--- src/rtl/fetch_unit_pkg.sv ---
// Shared codes for the fetch stage: the NOP word handed to decode, the fetch
// FSM encoding, and a saturating-increment helper for the optional counters.
package fetch_unit_pkg;

  localparam logic [31:0] NOP = 32'h0000_0013;

  // DRAIN marks an outstanding request issued under an older epoch.
  typedef enum logic [1:0] {
    IDLE  = 2'd0,
    WAIT  = 2'd1,
    DRAIN = 2'd2
  } fetch_state_e;

  function automatic logic [31:0] sat_inc(input logic [31:0] value);
    return (value == 32'hFFFF_FFFF) ? value : value + 32'd1;
  endfunction

endpackage

--- src/rtl/fetch_queue.sv ---
// Two-entry FIFO of fetched {pc, inst} pairs sitting between instruction
// memory and the fetch output register. Flush empties it in one cycle.
module fetch_queue #(
  parameter int unsigned PC_WIDTH = 32
) (
  input  logic                clock,
  input  logic                reset,
  input  logic                flush,
  input  logic                push,
  input  logic                pop,
  input  logic [PC_WIDTH-1:0] push_pc,
  input  logic [31:0]         push_inst,
  output logic [PC_WIDTH-1:0] head_pc,
  output logic [31:0]         head_inst,
  output logic [1:0]          count
);

  logic [PC_WIDTH-1:0] pc_mem   [2];
  logic [31:0]         inst_mem [2];
  logic                rd_ptr;
  logic                wr_ptr;
  logic                do_push;
  logic                do_pop;

  assign do_pop  = pop && (count != 2'd0);
  assign do_push = push && ((count != 2'd2) || do_pop);

  // NOTE: sequential state uses <= so every flop samples pre-edge values.
  always_ff @(posedge clock) begin
    if (reset || flush) begin
      rd_ptr <= 1'b0;
      wr_ptr <= 1'b0;
      count  <= 2'd0;
    end else begin
      if (do_push) wr_ptr <= ~wr_ptr;
      if (do_pop)  rd_ptr <= ~rd_ptr;
      case ({do_push, do_pop})
        2'b10:   count <= count + 2'd1;
        2'b01:   count <= count - 2'd1;
        default: count <= count;
      endcase
    end
  end

  // NOTE: storage is deliberately not reset; count alone says which slots are live.
  always_ff @(posedge clock) begin
    if (do_push && !flush) begin
      pc_mem[wr_ptr]   <= push_pc;
      inst_mem[wr_ptr] <= push_inst;
    end
  end

  assign head_pc   = pc_mem[rd_ptr];
  assign head_inst = inst_mem[rd_ptr];

endmodule

--- src/rtl/fetch_unit.sv ---
// Instruction fetch stage: word-addressed PC, single outstanding imem request,
// 2-entry return queue, registered output to decode. Optional FETCH_PERF_EN
// adds saturating fetched/discarded/stall-cycle counters and their ports.
module fetch_unit
  import fetch_unit_pkg::*;
#(
  parameter int unsigned          PC_WIDTH = 32,
  parameter logic [PC_WIDTH-1:0]  RESET_PC = '0
) (
  input  logic                clock,
  input  logic                reset,
  output logic                imem_req,
  output logic [PC_WIDTH-1:0] imem_addr,
  input  logic                imem_ready,
  input  logic                imem_rvalid,
  input  logic [31:0]         imem_rdata,
  input  logic                redirect_valid,
  input  logic [PC_WIDTH-1:0] redirect_pc,
  input  logic                stall,
  output logic [31:0]         inst,
  output logic [PC_WIDTH-1:0] pc_out,
  output logic                inst_valid
`ifdef FETCH_PERF_EN
  ,
  output logic [31:0]         perf_fetched,
  output logic [31:0]         perf_discarded,
  output logic [31:0]         perf_stall
`endif
);

  fetch_state_e        state;
  fetch_state_e        state_next;
  logic [PC_WIDTH-1:0] pc;
  logic [PC_WIDTH-1:0] req_pc;
  logic                accept;
  logic                pending;
  logic                resp_match;
  logic                bypass;
  logic                push;
  logic                pop;
  logic [1:0]          q_count;
  logic [PC_WIDTH-1:0] q_head_pc;
  logic [31:0]         q_head_inst;

  assign imem_addr = pc;

  // NOTE: every always_comb output gets a default first so no latch is inferred.
  always_comb begin
    state_next = state;
    pending    = (state == WAIT);
    resp_match = imem_rvalid && (state == WAIT) && !redirect_valid;
    // Space is reserved for a pending response so a push never meets a full queue.
    imem_req   = !reset && !redirect_valid && ((state == IDLE) || imem_rvalid) &&
                 (({1'b0, q_count} + {2'b00, pending}) < 3'd2);
    accept     = imem_req && imem_ready;
    bypass     = resp_match && !stall && (q_count == 2'd0);
    push       = resp_match && !bypass;
    pop        = !redirect_valid && !stall && (q_count != 2'd0);

    case (state)
      IDLE: begin
        if (accept) state_next = WAIT;
      end
      WAIT: begin
        if (redirect_valid)   state_next = imem_rvalid ? IDLE : DRAIN;
        else if (imem_rvalid) state_next = accept ? WAIT : IDLE;
      end
      DRAIN: begin
        if (imem_rvalid) state_next = accept ? WAIT : IDLE;
      end
      default: state_next = IDLE;
    endcase
  end

  always_ff @(posedge clock) begin
    if (reset) state <= IDLE;
    else       state <= state_next;
  end

  always_ff @(posedge clock) begin
    if (reset) begin
      pc         <= RESET_PC;
      req_pc     <= RESET_PC;
      inst       <= NOP;
      pc_out     <= '0;
      inst_valid <= 1'b0;
    end else begin
      if (redirect_valid) pc <= redirect_pc;
      else if (accept)    pc <= pc + PC_WIDTH'(1);

      if (accept) req_pc <= pc;

      // Redirect overrides stall; an empty queue with no bypass yields a bubble.
      if (redirect_valid) begin
        inst       <= NOP;
        inst_valid <= 1'b0;
      end else if (!stall) begin
        if (q_count != 2'd0) begin
          inst       <= q_head_inst;
          pc_out     <= q_head_pc;
          inst_valid <= 1'b1;
        end else if (bypass) begin
          inst       <= imem_rdata;
          pc_out     <= req_pc;
          inst_valid <= 1'b1;
        end else begin
          inst       <= NOP;
          inst_valid <= 1'b0;
        end
      end
    end
  end

  fetch_queue #(.PC_WIDTH(PC_WIDTH)) u_queue (
    .clock     (clock),
    .reset     (reset),
    .flush     (redirect_valid),
    .push      (push),
    .pop       (pop),
    .push_pc   (req_pc),
    .push_inst (imem_rdata),
    .head_pc   (q_head_pc),
    .head_inst (q_head_inst),
    .count     (q_count)
  );

`ifdef FETCH_PERF_EN
  logic resp_stale;

  assign resp_stale = imem_rvalid && ((state == DRAIN) || ((state == WAIT) && redirect_valid));

  always_ff @(posedge clock) begin
    if (reset) begin
      perf_fetched   <= '0;
      perf_discarded <= '0;
      perf_stall     <= '0;
    end else begin
      if (resp_match) perf_fetched   <= sat_inc(perf_fetched);
      if (resp_stale) perf_discarded <= sat_inc(perf_discarded);
      if (stall)      perf_stall     <= sat_inc(perf_stall);
    end
  end
`endif

endmodule

--- config.mk ---
export PLATFORM = sky130hd
export DESIGN_NAME = fetch_unit
export DESIGN_NICKNAME = d
export VERILOG_FILES = /design/src/rtl/fetch_unit_pkg.sv /design/src/rtl/fetch_queue.sv /design/src/rtl/fetch_unit.sv
export SDC_FILE = /design/constraint.sdc
export NUM_CORES = 1
export LEC_CHECK = 0
export CORE_MARGIN = 2
export CORE_UTILIZATION = 50
export CTS_CLUSTER_DIAMETER = 80
export DETAILED_ROUTE_END_ITERATION = 8
export GPL_ROUTABILITY_DRIVEN = 0
export PLACE_DENSITY_LB_ADDON = 0.25
export SETUP_SLACK_MARGIN = 0.15
export SYNTH_ARGS = -nofsm -noshare
export SYNTH_HDL_FRONTEND = slang
export SYNTH_SLANG_ARGS = --single-unit
--- constraint.sdc ---
create_clock -name clock -period 10.1 [get_ports clock]
set_clock_uncertainty 0.1 [all_clocks]
set_input_delay 2.02 -clock clock [delete_from_list [all_inputs] [get_ports clock]]
set_output_delay 2.02 -clock clock [all_outputs]
set_load 0.1 [all_outputs]
# Yosys cells after proc, flatten, opt, wreduce, memory -nomap -nowiden
# Memories as Yosys holds them, arrays and structs flattened. A register that Yosys moved wholly into a read port is not among the register bits.
# Cells that the tools add are included.
# totals
ramBits	128
reg_bits	135
elab_cells	76
in_bits	70
output_inout_bits	98
n_memories	2
# classes
bitwise	4
magnitude_cmp	1
muxes	21
reduce_logical	29
n_addsub	4
eq_ne	6
# memory_table
name	words	word_bits	rd	rd_ports_with_merged_regs	wr	line_no	rtl
u_queue.inst_mem	2	32	1	1	1	fetch_queue.sv:19	logic [31:0] inst_mem [2];
u_queue.pc_mem	2	32	1	1	1	fetch_queue.sv:18	logic [PC_WIDTH-1:0] pc_mem [2];
# ops
cell	n
two-way mux 32 bit	6
adder 32 x 1 -> 32 bit (second input constant)	1
logical AND 1 bit	14
two-way mux 1 bit	9
two-way mux 2 bit	4
nonzero test 2 bit	4
case mux 2 bit (3 select lines)	1
equality test 2 x 1 -> 1 bit (second input constant)	2
equality test 2 bit (second input constant)	2
zero test 1 bit	4
zero test 2 bit	2
inequality test 2 bit (second input constant)	2
inverter 1 bit	4
case mux 2 bit (2 select lines)	1
adder 2 x 1 -> 3 bit	1
logical OR 1 bit	3
less-than comparator 3 x 2 -> 1 bit (second input constant)	1
AND reduction 3 bit	1
adder 2 x 1 -> 2 bit (second input constant)	1
OR reduction 2 bit	1
subtractor 2 x 1 -> 2 bit (second input constant)	1

# Longest topological paths before layout
# logic_depth
word_depth	11
depth_mapped	8
mapped_depth_nobuf	6

# Hierarchy
# A second synthesis with hierarchy kept.
# hier_totals
hier_cells	1004
area_unflattened_um2	10769.1
# by_module_without_submodules
module	area_per_inst_um2	cells_per_inst	n_inst	seq_area_each_um2
fetch_unit	5894.4	778	1	2622.5
fetch_queue	4874.7	226	1	3943.8

# Worst setup path after synthesis
# Ideal clock, no wire load.
# synth_path
path_kind	in2out
from	input redirect_valid
to	output imem_req
cell_stages	5
arrival_time_ps	4156
n_path_buf	3
slack_ps	3824
required_time_ps	7980
cell_sequence	clkbuf_1 -> or2_2 -> clkbuf_1 -> buf_1 -> nor2_1
# synth_between
elab_chain_cells	4
# synth_rtl
element	line_no	rtl
start, declared	fetch_unit.sv:17	input logic redirect_valid,
zero test 1 bit	fetch_unit.sv:53	imem_req = !reset && !redirect_valid && ((state == IDLE) || imem_rvalid) &&
logical AND 1 bit (3 in a row)	fetch_unit.sv:53	
end, declared	fetch_unit.sv:12	output logic imem_req,
# No other way between the ends.

# Worst setup path after layout
# Ends and elaborated chain as after synthesis.

==> results.py <==
metrics = {
    "power_and_ir_drop": {
        "power.static_leakage_nw": 4.33,
        "power.density_nw_per_um2": 174,
        "power_mw": 2.34,
        "ir_drop_mv": 0.122,
    },
    "sta": {
        "fin_hold_ws_ns": 0.353,
        "setup_repair_after_global_routing_missed_its_margin": "false",
        "totalNegativeSetupSlack_ns": 0,
        "finalSetupViolations": 0,
        "finalHoldViolations": 0,
        "final_max_slew_viol_count": 0,
        "relSlewSlack_pct": 26.8,
        "worst_slew_pin_slew_ns": 1.09,
        "fin_crit_sh_pct": 67.5,
        "period_needed_ns": 6.81,
        "fmax_achieved_ghz": 0.147,
    },
    "cts": {
        "cts_hold_buf": 0,
        "tritoncts_num_sinks": 264,
        "clock-root-buffer": "sky130_fd_sc_hd__clkbuf_16",
        "cts_setup_buffers": 0,
        "insertion_delay_ns": 0.52,
        "numCtsBuffers": 27,
        "ctsHtreeMaxLevel": 1,
        "cts.repair.resized": 0,
        "clockBufferDepth": 3,
        "tritoncts": "done",
        "path_clk_slew_ns": 0.06,
    },
    "placed_design": {
        "io_buffers": 167,
        "hpwlAfterDp_mm": 15.6,
    },
    "yosys": {
        "commonest_cells_in_the_synthesized_netlist": "155 x sky130_fd_sc_hd__nand2_1, 136 x sky130_fd_sc_hd__dfxtp_1, 128 x sky130_fd_sc_hd__edfxtp_1",
        "synthFlopType": "sky130_fd_sc_hd__dfxtp_1",
        "post-synth-top-count-cell": "sky130_fd_sc_hd__nand2_1",
        "syn_nets": 1033,
        "mappedNetlistArea_um2": 10700,
        "synth_warnings": 0,
        "synth_enable_flop_cells": 128,
        "yosys.area.top_type": "sky130_fd_sc_hd__edfxtp_1",
        "synthTopCellsByArea": "sky130_fd_sc_hd__edfxtp_1 36%, sky130_fd_sc_hd__dfxtp_1 25%, sky130_fd_sc_hd__nand2_1 5.4%, sky130_fd_sc_hd__a21oi_1 3.9%, sky130_fd_sc_hd__mux2i_1 3.5%",
        "postSynth.asyncResetShare_pct": 0,
        "number_of_cells_produced_by_synthesis": 961,
        "syn_area_per_cell_um2": 11.2,
        "ys_seq_elements": 264,
        "netlist.area_leader.share_pct": 35.8,
        "post_synth_num_cell_types": 53,
        "yosysSeqAreaShare_pct": 61.2,
    },
    "setup_path": {
        "timing.critical_path.to_type": "output pin",
        "worstPathCellList": "clkdlybuf4s50_1 > buf_4 > or2_2 > nor2_1 > clkdlybuf4s50_1",
        "worst_setup_path_endpoint": "imem_req",
        "rr_endpoint": "u_queue.pc_mem[0][12]$_DFFE_PP_",
        "ff2ff_setup_slack_ns": 7.38,
        "critical_path_depth": 5,
        "worstSetupStartpointType": "input pin",
        "worst_path_max_delay_cell": "sky130_fd_sc_hd__clkdlybuf4s50_1",
        "worstReg2RegStart": "state[0]$_SDFFE_PP0P_",
        "critPathTopFamily": "buffers and inverters",
        "cp_data_required_time_ns": 7.98,
        "reg2reg_depth": 4,
        "critical_path.startpoint": "redirect_valid",
        "critical_path.max_fanout": 37,
        "critical-path-max-stage-delay_ns": 1.16,
        "worst-endpoint-arrival_ns": 4.69,
        "path_buf_inv": 3,
        "timing.critical_path.mode_cell": "sky130_fd_sc_hd__clkdlybuf4s50_1",
        "worstSetupPathType": "input pin to output pin",
    },
    "finish": {
        "utilization_pct": 63.8,
        "multi_input_comb_area_um2": 3870,
        "nFillCells": 1654,
        "share_of_final_layout_standard_cells_stronger_than_drive_strength_1_pct": 9.16,
        "final-seq-area_um2": 6570,
        "finish.net_count": 1166,
        "n_antenna_cell": 0,
        "synthToLayoutAreaGrowth_pct": 25.1,
    },
    "floorplan": {
        "core.rowCount": 53,
        "area_of_the_die_um2": 22700,
        "horizontal_die_dimension_um": 151,
        "design.portCount": 168,
        "initial_utilization_pct": 51.1,
        "core-area_um2": 21000,
        "die-height_um": 151,
    },
    "detailed_routing": {
        "num_vias": 7944,
        "vias_per_inst": 5.72,
        "drt_first_pass_iters": 5,
        "ant_nets": 0,
        "routed_wirelength_mm": 25.1,
        "drt_iter0_markers": 549,
        "routedWlPerCell_um": 18.1,
        "drcViolationCount": 0,
    },
    "global_route": {
        "antenna_violations_before_repair": 0,
        "grt_pass1_wl_mm": 39.9,
        "grt_start_max_net_pins": 97,
        "grt_use_total_pct": 22.0,
        "first_global_vias": 7623,
        "grt-ovfl-total": 0,
    },
    "status": {
        "outcome": "complete, no violations",
    },
    "hold_path": {
        "min-delay-path-class": "register to register",
    },
    "job": {
        "max_cap_viol_count": 0,
    },
}
per-stage QoR:
stage | instance area (um^2) | std cells | worst slack, ns
3_3_place_gp | 12600 | 1340 | 3.30
5_1_grt | 13400 | 1389 | 3.13
2_1_floorplan | 10700 | 961 | 3.82
6_report | 13400 | 1389 | 3.29
3_5_place_dp | 12600 | 1340 | 3.28
4_1_cts | 13400 | 1389 | 3.28
registers in the layout, indices dropped and copies added (netlist names), named ones only:
| register | flops |
|---|---|
| inst | 32 |
| u_queue.count | 2 |
| imem_addr | 32 |
| inst_valid | 1 |
| req_pc | 32 |
| u_queue.wr_ptr | 1 |
| pc_out | 32 |
| u_queue.rd_ptr | 1 |
| state | 2 |
| u_queue.pc_mem | 64 |
| u_queue.inst_mem | 64 |
metal layers:
layer  vias to the layer above  wire, um  track usage (%)
li1                       3828         -                -
met3                        29      1740             3.24
met4                         0       363             5.05
met1                      3801     11200             31.5
met2                       286     11800             35.5
met5                         -         0                0
kinds of logic after synthesis:
group / count (synthesis) / share of synthesized area [%]
buffers and inverters: 83 / 3.03
AO/OA/AOI/OAI: 200 / 12.3
multiplexers: 70 / 6.90
XOR/XNOR: 19 / 1.55
adder cells (fa/ha/maj): 2 / 0.233
AND/OR/NAND/NOR: 323 / 14.8
flip-flops: 264 / 61.2
where the power goes:
part	total, mW	internal [mW]	switching (mW)
clock	0.957	0.570	0.387
sequential	1.16	1.13	0.0223
combinational	0.221	0.0680	0.153
final cells by class:
| cell class | instances | area share [%] |
|---|---|---|
| Sequential cell | 264 | 49.0 |
| Multi-Input combinational cell | 614 | 28.8 |
| Tap cell | 275 | 2.56 |
| Inverter | 10 | 0.280 |
| Clock buffer | 38 | 5.64 |
| Clock inverter | 11 | 0.774 |
| Timing Repair Buffer | 177 | 13.0 |
worst reg2reg max path, stage by stage, from the launching register on:
cell	delay (ns)
sky130_fd_sc_hd__dfxtp_1	0.41
sky130_fd_sc_hd__nand4bb_1	0.23
sky130_fd_sc_hd__o21bai_1	0.36
sky130_fd_sc_hd__nor2_4	0.58
sky130_fd_sc_hd__buf_4	0.64
worst min-delay path by stage:
stage | cells after the start | to | start
global placement | 2 | pc_out[1]$_SDFFE_PP0P_ | pc_out[1]$_SDFFE_PP0P_
finish | 2 | pc_out[5]$_SDFFE_PP0P_ | pc_out[5]$_SDFFE_PP0P_
CTS | 2 | pc_out[5]$_SDFFE_PP0P_ | pc_out[5]$_SDFFE_PP0P_
floorplan | 0 | u_queue.pc_mem[0][0]$_DFFE_PP_ | req_pc[0]$_SDFFE_PP0P_
detailed placement | 2 | pc_out[5]$_SDFFE_PP0P_ | pc_out[5]$_SDFFE_PP0P_
global route | 2 | pc_out[6]$_SDFFE_PP0P_ | pc_out[6]$_SDFFE_PP0P_
cells in the final DEF, fill, tap and decap left out, drive strengths merged, types with 6 or more instances in the layout:
| master | instances |
|---|---|
| nor2 | 28 |
| or4 | 7 |
| nor2b | 30 |
| nand3 | 15 |
| dfxtp | 136 |
| edfxtp | 128 |
| nor3 | 35 |
| o21ai | 6 |
| nor4 | 10 |
| nand2 | 155 |
| clkdlybuf4s50 | 165 |
| and2 | 7 |
| a211oi | 8 |
| inv | 10 |
| mux2 | 32 |
| buf | 12 |
| a21oi | 84 |
| a31oi | 9 |
| xor2 | 14 |
| nand4 | 15 |
| mux2i | 38 |
| clkinv | 9 |
| clkbuf | 38 |
| a221oi | 32 |
| o211ai | 34 |
| o311ai | 8 |
Note: power is estimated with default switching activity, not from simulation.
